===== config.mk =====
export PLATFORM = sky130hd
export DESIGN_NAME = pong_sync_porch
export DESIGN_NICKNAME = d
export VERILOG_FILES = /design/src/rtl/pong_vga_pkg.sv /design/src/rtl/pong_sync_counter.sv /design/src/rtl/pong_sync_porch.sv
export SDC_FILE = /design/constraint.sdc
export NUM_CORES = 1
export LEC_CHECK = 0
export CAP_MARGIN = 15
export CORE_AREA = 3 3 61 63
export DETAILED_ROUTE_END_ITERATION = 8
export DIE_AREA = 0 0 64 66
export PLACE_DENSITY = 0.78
export SKIP_CTS_REPAIR_TIMING = 1
export SLEW_MARGIN = 20
export SYNTH_ARGS = -nofsm -noshare
export SYNTH_HDL_FRONTEND = slang
export SYNTH_SLANG_ARGS = --single-unit

===== constraint.sdc =====
create_clock -name clk_i -period 2.2 [get_ports clk_i]
set_input_delay 0.44 -clock clk_i [delete_from_list [all_inputs] [get_ports clk_i]]
set_output_delay 0.44 -clock clk_i [all_outputs]
set_load 0.005 [all_outputs]

===== src/rtl/pong_vga_pkg.sv =====
// Default 640x480@60 timing constants and the porch compare shared by the Pong VGA stages.
package pong_vga_pkg;

    localparam int unsigned VgaTotalCols   = 800;
    localparam int unsigned VgaTotalRows   = 525;
    localparam int unsigned VgaActiveCols  = 640;
    localparam int unsigned VgaActiveRows  = 480;
    localparam int unsigned VgaHFrontPorch = 16;
    localparam int unsigned VgaHBackPorch  = 48;
    localparam int unsigned VgaVFrontPorch = 10;
    localparam int unsigned VgaVBackPorch  = 33;
    localparam int unsigned VgaVideoWidth  = 3;

    // Idle (high) level of an active-low sync: low only between the front and back porches.
    function automatic logic sync_level(input int unsigned pos, input int unsigned active,
                                        input int unsigned front_porch,
                                        input int unsigned back_porch,
                                        input int unsigned total);
        return (pos < active + front_porch) || (pos > total - back_porch - 1);
    endfunction

endpackage


===== src/rtl/pong_sync_counter.sv =====
// Edge-detects the upstream Vsync window, runs col/row counters aligned with the delayed
// syncs, and reports whether a frame start has been seen since reset.
module pong_sync_counter
    import pong_vga_pkg::*;
#(
    parameter int unsigned TOTAL_COLS = VgaTotalCols,
    parameter int unsigned TOTAL_ROWS = VgaTotalRows
) (
    input  logic                          clk_i,
    input  logic                          rst_i,
    input  logic                          hsync_i,
    input  logic                          vsync_i,
    output logic                          hsync_dly_o,
    output logic                          vsync_dly_o,
    output logic [$clog2(TOTAL_COLS)-1:0] col_o,
    output logic [$clog2(TOTAL_ROWS)-1:0] row_o,
    output logic                          locked_o
);

    localparam int unsigned ColW = $clog2(TOTAL_COLS);
    localparam int unsigned RowW = $clog2(TOTAL_ROWS);

    logic [ColW-1:0] col_q;
    logic [RowW-1:0] row_q;
    logic            hsync_q;
    logic            vsync_q;
    logic            locked_q;
    logic            frame_start;

    assign frame_start = vsync_i & ~vsync_q;

    // Delay the syncs one clock and count pixels; a Vsync rise always re-zeroes the counters.
    always_ff @(posedge clk_i) begin
        if (rst_i) begin
            hsync_q  <= 1'b0;
            vsync_q  <= 1'b0;
            col_q    <= '0;
            row_q    <= '0;
            locked_q <= 1'b0;
        end else begin
            hsync_q <= hsync_i;
            vsync_q <= vsync_i;
            if (frame_start) begin
                col_q    <= '0;
                row_q    <= '0;
                locked_q <= 1'b1;
            end else if (col_q == ColW'(TOTAL_COLS - 1)) begin
                col_q <= '0;
                row_q <= (row_q == RowW'(TOTAL_ROWS - 1)) ? '0 : row_q + 1'b1;
            end else begin
                col_q <= col_q + 1'b1;
            end
        end
    end

    assign hsync_dly_o = hsync_q;
    assign vsync_dly_o = vsync_q;
    assign col_o       = col_q;
    assign row_o       = row_q;
    assign locked_o    = locked_q;

endmodule


===== src/rtl/pong_sync_porch.sv =====
// Converts Pong's active-window syncs into porched, active-low VGA syncs and blanks the video,
// keeping syncs and video at the same two-clock latency from the inputs.
module pong_sync_porch
    import pong_vga_pkg::*;
#(
    parameter int unsigned TOTAL_COLS    = VgaTotalCols,
    parameter int unsigned TOTAL_ROWS    = VgaTotalRows,
    parameter int unsigned ACTIVE_COLS   = VgaActiveCols,
    parameter int unsigned ACTIVE_ROWS   = VgaActiveRows,
    parameter int unsigned H_FRONT_PORCH = VgaHFrontPorch,
    parameter int unsigned H_BACK_PORCH  = VgaHBackPorch,
    parameter int unsigned V_FRONT_PORCH = VgaVFrontPorch,
    parameter int unsigned V_BACK_PORCH  = VgaVBackPorch,
    parameter int unsigned VIDEO_WIDTH   = VgaVideoWidth
) (
    input  logic                   clk_i,
    input  logic                   rst_i,
    input  logic                   Hsync_i,
    input  logic                   Vsync_i,
    input  logic [VIDEO_WIDTH-1:0] Red_Video_i,
    input  logic [VIDEO_WIDTH-1:0] Grn_Video_i,
    input  logic [VIDEO_WIDTH-1:0] Blu_Video_i,
    output logic                   Hsync_o,
    output logic                   Vsync_o,
    output logic [VIDEO_WIDTH-1:0] Red_Video_o,
    output logic [VIDEO_WIDTH-1:0] Grn_Video_o,
    output logic [VIDEO_WIDTH-1:0] Blu_Video_o,
    output logic                   Locked_o
);

    localparam int unsigned ColW = $clog2(TOTAL_COLS);
    localparam int unsigned RowW = $clog2(TOTAL_ROWS);

    logic            hsync_dly;
    logic            vsync_dly;
    logic            locked;
    logic [ColW-1:0] col;
    logic [RowW-1:0] row;

    logic [VIDEO_WIDTH-1:0] red_q;
    logic [VIDEO_WIDTH-1:0] grn_q;
    logic [VIDEO_WIDTH-1:0] blu_q;

    logic hsync_lvl;
    logic vsync_lvl;
    logic visible;

    pong_sync_counter #(
        .TOTAL_COLS (TOTAL_COLS),
        .TOTAL_ROWS (TOTAL_ROWS)
    ) u_counter (
        .clk_i       (clk_i),
        .rst_i       (rst_i),
        .hsync_i     (Hsync_i),
        .vsync_i     (Vsync_i),
        .hsync_dly_o (hsync_dly),
        .vsync_dly_o (vsync_dly),
        .col_o       (col),
        .row_o       (row),
        .locked_o    (locked)
    );

    assign Locked_o = locked;

    // Porch compare on the counters; visibility comes from the delayed upstream window syncs.
    always_comb begin
        hsync_lvl = sync_level(32'(col), ACTIVE_COLS, H_FRONT_PORCH, H_BACK_PORCH, TOTAL_COLS);
        vsync_lvl = sync_level(32'(row), ACTIVE_ROWS, V_FRONT_PORCH, V_BACK_PORCH, TOTAL_ROWS);
        visible   = hsync_dly & vsync_dly;
    end

    // Second pipeline stage: registered syncs plus blanked video, held idle until locked.
    always_ff @(posedge clk_i) begin
        if (rst_i) begin
            red_q       <= '0;
            grn_q       <= '0;
            blu_q       <= '0;
            Hsync_o     <= 1'b1;
            Vsync_o     <= 1'b1;
            Red_Video_o <= '0;
            Grn_Video_o <= '0;
            Blu_Video_o <= '0;
        end else begin
            red_q <= Red_Video_i;
            grn_q <= Grn_Video_i;
            blu_q <= Blu_Video_i;
            if (locked) begin
                Hsync_o     <= hsync_lvl;
                Vsync_o     <= vsync_lvl;
                Red_Video_o <= visible ? red_q : '0;
                Grn_Video_o <= visible ? grn_q : '0;
                Blu_Video_o <= visible ? blu_q : '0;
            end else begin
                Hsync_o     <= 1'b1;
                Vsync_o     <= 1'b1;
                Red_Video_o <= '0;
                Grn_Video_o <= '0;
                Blu_Video_o <= '0;
            end
        end
    end

endmodule


==> parameters.txt, run 1 <==
Parameter                              Value

STA
  Tightest slew margin relative to the limit ... 0.728
  Clock skew after layout ... 0.00650 ns
  Sum Neg Setup Slack ... 0 ns
  Minimum clock period ... 2.01 ns
  Number of max-slew violations in the final report ... 0
  RSZ-0062 raised after global routing ... no
  Max frequency ... 0.498 GHz
  Number of endpoints failing setup at the final stage ... 0
  Worst Max-Slew Pin Slew ... 0.406 ns
  Final hold vios ... 0
  Period utilization ... 0.913

Floorplan
  Horizontal die dimension ... 64 µm
  Height of the die ... 66 µm
  Core Footprint ... 3280 µm²
  Std-Cell Rows ... 21
  Floorplan die area ... 4220 µm²
  Number of I/O pins ... 25
  Starting Density ... 0.501

Setup path
  Worst setup path endpoint ... u_counter.row_o[7]$_SDFFE_PP0N_
  Path depth of the worst reg2reg path ... 5
  Launching instance or port of the critical path ... u_counter.col_o[0]$_SDFF_PP0_
  Origin of the critical flop-to-flop path ... u_counter.col_o[0]$_SDFF_PP0_
  Series of cell instances along the critical path ... ha_1, nand4_1, or4_4, or3_1, a21oi_1
  Capture point of the worst reg-to-reg path ... u_counter.row_o[7]$_SDFFE_PP0N_
  Number of cells on the critical path ... 5
  Category of cells accounting for the largest share of critical-path delay ... simple AND/OR/NAND/NOR gates
  Signal arrival time at the worst endpoint ... 2.29 ns
  Delay of the slowest cell on the worst path ... 0.60 ns
  Crit. End Element ... flip-flop
  Type of the worst setup path ... reg -> reg
  Launching element type of the critical path ... flip-flop
  Slack of the worst reg-to-reg path ... 0.19 ns
  Required time of the critical path ... 2.48 ns
  Total buffers and inverters traversed by the critical path ... 0
  Worst-path fanout max ... 5
  Critical path's slowest cell ... sky130_fd_sc_hd__or4_4

Clocking
  Root Buffer Master ... sky130_fd_sc_hd__clkbuf_4
  CTS sink cnt ... 43
  TritonCTS buffer count ... 5
  CTS tree ... done
  Longest Clk Path Bufs ... 2
  Clk_lat worst skew ... 0.35 ns
  H-tree levels ... 2
  Clock transition at path regs ... 0.12 ns

Synthesis
  Synthesis warning total ... 0
  Share of synthesized cell area in and, or, nand and nor gates ... 0.317
  Avg Synthesized Cell Area ... 9.41 µm²
  Synthesized flop and latch total ... 43
  XOR/XNOR share of the synthesized area ... 0.0638
  Synth unique cells ... 32
  Sequential share of the synthesized area ... 0.523
  Number of nets in the synthesized netlist ... 191
  Post-Synthesis Cell Area ... 1650 µm²
  Mapped Cells ... 175
  Synth Area in Compound Gates ... 0.0471
  Dominant combinational cell family by area after synthesis ... simple AND/OR/NAND/NOR gates
  Fraction of synthesized area in multiplexers ... 0
  Adder-Cell Fraction of Synth Area ... 0.0228

Power
  Max VDD drop ... 0.455 mV
  Static leakage power ... 0.000698 µW
  Pwr Total ... 1360 µW
  Ratio of total power to cell area ... 674 nW/µm²

Cells and area
  Number of antenna repair diodes ... 0
  # nets final ... 219
  Area added between synthesis and finish ... 22.9%
  Final core utilization ... 0.616
  Fraction of layout instances using a drive strength above 1 ... 0.0686

Placement
  Input/output buffers ... 24
  Routability Congestion ... 0.899
  Post-detail-place hpwl ... 2.48 mm

Global routing
  Grt ovf ... 0
  First-pass GRT wire length ... 5.61 mm
  Largest net degree at the start of global routing ... 14
  Aggregate global-route resource usage ... 0.176
  Initial antenna violation count ... 0
  Number of global-route vias before repair ... 1293

Routing
  First-pass iteration count of the detailed router ... 4
  Average wire length per cell after detail routing ... 13.1 µm
  ANT nets after route ... 0
  Total wirelength of the detailed-routed design ... 3.28 mm
  DRC Markers ... 0
  Via count ... 1295
  Post-DR vias/cell ... 5.18
  Violation count after the first detailed-routing iteration ... 40

Flow run
  Max-capacitance violation count ... 0

Min path
  Path category of the worst min-delay check ... reg -> reg

Status
  Result of the run ... finished clean
[logic make-up (layout without fill, tap and decap cells)]
group | count (synthesis) | in the layout
AOI/OAI and AO/OA | 14 | 14
xor gates and xnor gates | 12 | 12
adders and majority gates | 3 | 3
buffers and inverters | 9 | 38
DFF | 43 | 43
and+or+nand+nor | 94 | 94
[registers in the layout (all words and copies together) (netlist names)]
| signal | flops |
|---|---|
| u_counter.col_o | 10 |
| u_counter.row_o | 10 |
| Blu_Video_o | 3 |
| Grn_Video_o | 3 |
| Red_Video_o | 3 |
| blu_q | 3 |
| grn_q | 3 |
| red_q | 3 |
| Hsync_o | 1 |
| Vsync_o | 1 |
| u_counter.hsync_dly_o | 1 |
| u_counter.locked_o | 1 |
| u_counter.vsync_dly_o | 1 |
[worst min path at each step]
stage                   startpoint                        end  slack (ns)  depth (start not counted)
6_report       grn_q[0]$_SDFF_PP0_  Grn_Video_o[0]$_SDFF_PP0_        0.44                          1
5_1_grt        grn_q[0]$_SDFF_PP0_  Grn_Video_o[0]$_SDFF_PP0_        0.46                          1
4_1_cts        red_q[0]$_SDFF_PP0_  Red_Video_o[0]$_SDFF_PP0_        0.44                          1
3_5_place_dp   grn_q[0]$_SDFF_PP0_  Grn_Video_o[0]$_SDFF_PP0_        0.42                          1
3_3_place_gp   red_q[0]$_SDFF_PP0_  Red_Video_o[0]$_SDFF_PP0_        0.41                          1
2_1_floorplan  blu_q[0]$_SDFF_PP0_  Blu_Video_o[0]$_SDFF_PP0_        0.41                          1
[synthesized netlist by cell type, drive strengths merged]
cell	count	area, µm²
a211o	1	8.76
a21oi	6	30.0
a22o	1	8.76
and2	9	56.3
and3	2	12.5
and4	1	8.76
buf	3	21.3
clkbuf	4	15.0
dfxtp	43	861
ha	3	37.5
inv	2	7.51
nand2	14	52.6
nand2b	2	12.5
nand3	4	20.0
nand3b	3	22.5
nand4	8	50.1
nand4b	1	8.76
nand4bb	1	11.3
nor2	18	67.6
nor2b	12	75.1
nor3	5	25.0
nor4	3	18.8
o21ai	6	30.0
or2	1	6.26
or3	5	31.3
or3b	1	8.76
or4	4	33.8
xnor2	8	70.1
xor2	4	35.0
[report_power, final]
| group | leakage (µW) | total, µW | switching [µW] | internal, µW |
|---|---|---|---|---|
| Combinational | 0.000300 | 56.4 | 21.9 | 34.5 |
| Sequential | 0.000350 | 800 | 6.19 | 793 |
| Clock | 0.0000482 | 509 | 240 | 269 |
[layer usage]
metal,vias to the layer above,GRT usage,routed length (µm)
met5,-,0,0
met4,0,0.0863,43
met3,6,0.0595,179
met2,33,0.307,1690
met1,605,0.191,1360
li1,651,-,-
[final cells by class]
type                       count  area (µm²)
clock buffer                   6        51.3
tap                           46        57.6
sequential                    43         861
timing repair buffer          28         270
clock inverter                 2        35.0
inverter                       2        7.51
multi-input combinational    123         742
fill                         297        1260
[metrics by stage]
stage / cells / hold WS [ns] / instance area [µm²] / setup WS [ns]
global placement: 242 / 0.409 / 1940 / 0.310
CTS: 250 / 0.444 / 2020 / 0.197
detailed placement: 242 / 0.417 / 1940 / 0.247
global route: 250 / 0.462 / 2020 / 0.0844
floorplan: 175 / 0.406 / 1650 / 0.223
finish: 250 / 0.439 / 2020 / 0.192
[cells in the final DEF (no fill, tap or decap), drive strengths merged, types with 5 or more instances in the layout]
cell,n
o21ai,6
nand4,8
nor2b,12
nor2,18
nand2,14
and2,9
nor3,5
xnor2,8
clkdlybuf4s50,24
or3,5
clkbuf,6
a21oi,6
dfxtp,43
[worst reg2reg max path: stages, from the launching register on]
cell                      delay (ns)
sky130_fd_sc_hd__dfxtp_1        0.39
sky130_fd_sc_hd__ha_1           0.25
sky130_fd_sc_hd__nand4_1        0.18
sky130_fd_sc_hd__or4_4          0.60
sky130_fd_sc_hd__or3_1          0.36
sky130_fd_sc_hd__a21oi_1        0.15
Power figures use the tool's default switching activity.
==> run 2: changes to the inputs <==
--- a/config.mk
+++ b/config.mk
@@ -10,8 +10,10 @@
 export DETAILED_ROUTE_END_ITERATION = 8
 export DIE_AREA = 0 0 64 66
 export PLACE_DENSITY = 0.78
+export SETUP_SLACK_MARGIN = 0.3
 export SKIP_CTS_REPAIR_TIMING = 1
 export SLEW_MARGIN = 20
 export SYNTH_ARGS = -nofsm -noshare
 export SYNTH_HDL_FRONTEND = slang
 export SYNTH_SLANG_ARGS = --single-unit
+export TNS_END_PERCENT = 5
==> run 2 against run 1 <==
Net effect: combinational power increased by 0.9%; via count up 0.15%; maximum frequency increased by 8.8%; wire length shrank 1.9%; clock skew up 0.0029 ns; critical path type unchanged; largest cell class unchanged.
==> parameters.txt, run 2 (synthesis results as in run 1) <==
Parameter                              Value

Setup path
  Path depth of the worst reg2reg path ... 4
  Capture point of the worst reg-to-reg path ... u_counter.row_o[7]$_SDFFE_PP0N_
  Slack of the worst reg-to-reg path ... 0.35 ns
  Worst-path fanout max ... 8
  Required time of the critical path ... 2.48 ns
  Launching element type of the critical path ... flip-flop
  Type of the worst setup path ... reg -> reg
  Launching instance or port of the critical path ... u_counter.col_o[7]$_SDFF_PP0_
  Origin of the critical flop-to-flop path ... u_counter.col_o[7]$_SDFF_PP0_
  Series of cell instances along the critical path ... or3b_4, or4_4, or3_1, a21oi_1
  Signal arrival time at the worst endpoint ... 2.13 ns
  Category of cells accounting for the largest share of critical-path delay ... simple AND/OR/NAND/NOR gates
  Delay of the slowest cell on the worst path ... 0.45 ns
  Crit. End Element ... flip-flop
  Total buffers and inverters traversed by the critical path ... 0
  Critical path's slowest cell ... sky130_fd_sc_hd__or3b_4

Cells and area
  Number of antenna repair diodes ... 0
  # nets final ... 219
  Final core utilization ... 0.614
  Fraction of layout instances using a drive strength above 1 ... 0.0980
  Area added between synthesis and finish ... 22.6%
  Most common library cell in the layout ignoring fill and taps ... sky130_fd_sc_hd__dfxtp_1
  Top library cells by usage in the layout, fill and taps aside ... sky130_fd_sc_hd__dfxtp_1, sky130_fd_sc_hd__clkdlybuf4s50_1, sky130_fd_sc_hd__nor2_1

STA
  Max frequency ... 0.542 GHz
  RSZ-0062 raised after global routing ... no
  Final hold vios ... 0
  Worst Max-Slew Pin Slew ... 0.438 ns
  Period utilization ... 0.839
  Clock skew after layout ... 0.00938 ns
  Number of max-slew violations in the final report ... 0
  Final setup slack of the worst path ... 0.355 ns
  Tightest slew margin relative to the limit ... 0.707
  Number of endpoints failing setup at the final stage ... 0
  Minimum clock period ... 1.85 ns
  Sum Neg Setup Slack ... 0 ns

Clocking
  TritonCTS buffer count ... 5
  Root Buffer Master ... sky130_fd_sc_hd__clkbuf_4
  H-tree levels ... 2
  CTS sink cnt ... 43
  Longest Clk Path Bufs ... 2
  CTS tree ... done
  Clock transition at path regs ... 0.12 ns
  Clk_lat worst skew ... 0.35 ns

Placement
  Post-detail-place hpwl ... 2.41 mm
  Routability Congestion ... 0.931
  Post-placement setup slack ... 0.265 ns
  Input/output buffers ... 24

Routing
  Violation count after the first detailed-routing iteration ... 111
  DRC Markers ... 0
  Total wirelength of the detailed-routed design ... 3.22 mm
  ANT nets after route ... 0
  Via count ... 1297
  Average wire length per cell after detail routing ... 12.9 µm
  Post-DR vias/cell ... 5.19
  First-pass iteration count of the detailed router ... 4

Status
  Result of the run ... finished clean

Floorplan
  Core Footprint ... 3280 µm²
  Starting Density ... 0.501
  Floorplan die area ... 4220 µm²
  Std-Cell Rows ... 21
  Number of I/O pins ... 25
  Height of the die ... 66 µm
  Horizontal die dimension ... 64 µm

Global routing
  Gr busiest metal ... met2
  First-pass GRT wire length ... 5.26 mm
  Grt ovf ... 0
  Initial antenna violation count ... 0
  Fraction of met3 tracks used by global routing ... 0.0561
  Global-route track usage on met2 ... 0.310
  Aggregate global-route resource usage ... 0.165
  Met1 routing resource usage after global routing ... 0.165
  Largest net degree at the start of global routing ... 14
  Number of global-route vias before repair ... 1210

Min path
  End point of the most critical hold path ... Red_Video_o[1]$_SDFF_PP0_
  Path category of the worst min-delay check ... reg -> reg
  Hold path depth ... 1
  Start point of the worst min-delay path ... red_q[1]$_SDFF_PP0_

Power
  Ratio of total power to cell area ... 605 nW/µm²
  Static leakage power ... 0.000682 µW
  Max VDD drop ... 0.428 mV

Flow run
  Max-capacitance violation count ... 0
==> run 2: power by group <==
group          switching (µW)  internal [µW]
logic                    21.7           35.1
registers                7.00            792
clock network             242            123
total                     271            951
==> run 2: per-layer routing <==
metal / up-vias / routed length, µm / part of all wire
li1: 656 / - / -
met1: 597 / 1260 / 0.39
met2: 37 / 1720 / 0.53
met3: 7 / 190 / 0.059
met4: 0 / 49 / 0.015
met5: - / 0 / 0
==> run 2: worst max path at each step <==
stage	end	slack, ns	cells after the start
5_1_grt	u_counter.row_o[7]$_SDFFE_PP0N_	0.30	4
4_1_cts	u_counter.row_o[7]$_SDFFE_PP0N_	0.24	4
3_5_place_dp	u_counter.row_o[7]$_SDFFE_PP0N_	0.26	4
6_report	u_counter.row_o[7]$_SDFFE_PP0N_	0.35	4
3_3_place_gp	u_counter.row_o[7]$_SDFFE_PP0N_	0.32	4
2_1_floorplan	u_counter.row_o[7]$_SDFFE_PP0N_	0.30	5
==> run 2: area by class of cell <==
type / instances / area (µm²)
Fill cell: 276 / 1270
Sequential cell: 43 / 872
Multi-Input combinational cell: 123 / 757
Timing Repair Buffer: 28 / 270
Tap cell: 46 / 57.6
Clock buffer: 6 / 41.3
Clock inverter: 2 / 12.5
Inverter: 2 / 7.51
==> run 2: per-stage QoR <==
stage	total power [µW]	hold WS [ns]	std cells	cell area [µm²]
6_report	1220	0.437	250	2020
4_1_cts	1240	0.440	249	1980
5_1_grt	1270	0.450	250	2020
3_5_place_dp	873	0.410	241	1930
2_1_floorplan	838	0.406	175	1650
3_3_place_gp	870	0.411	241	1930
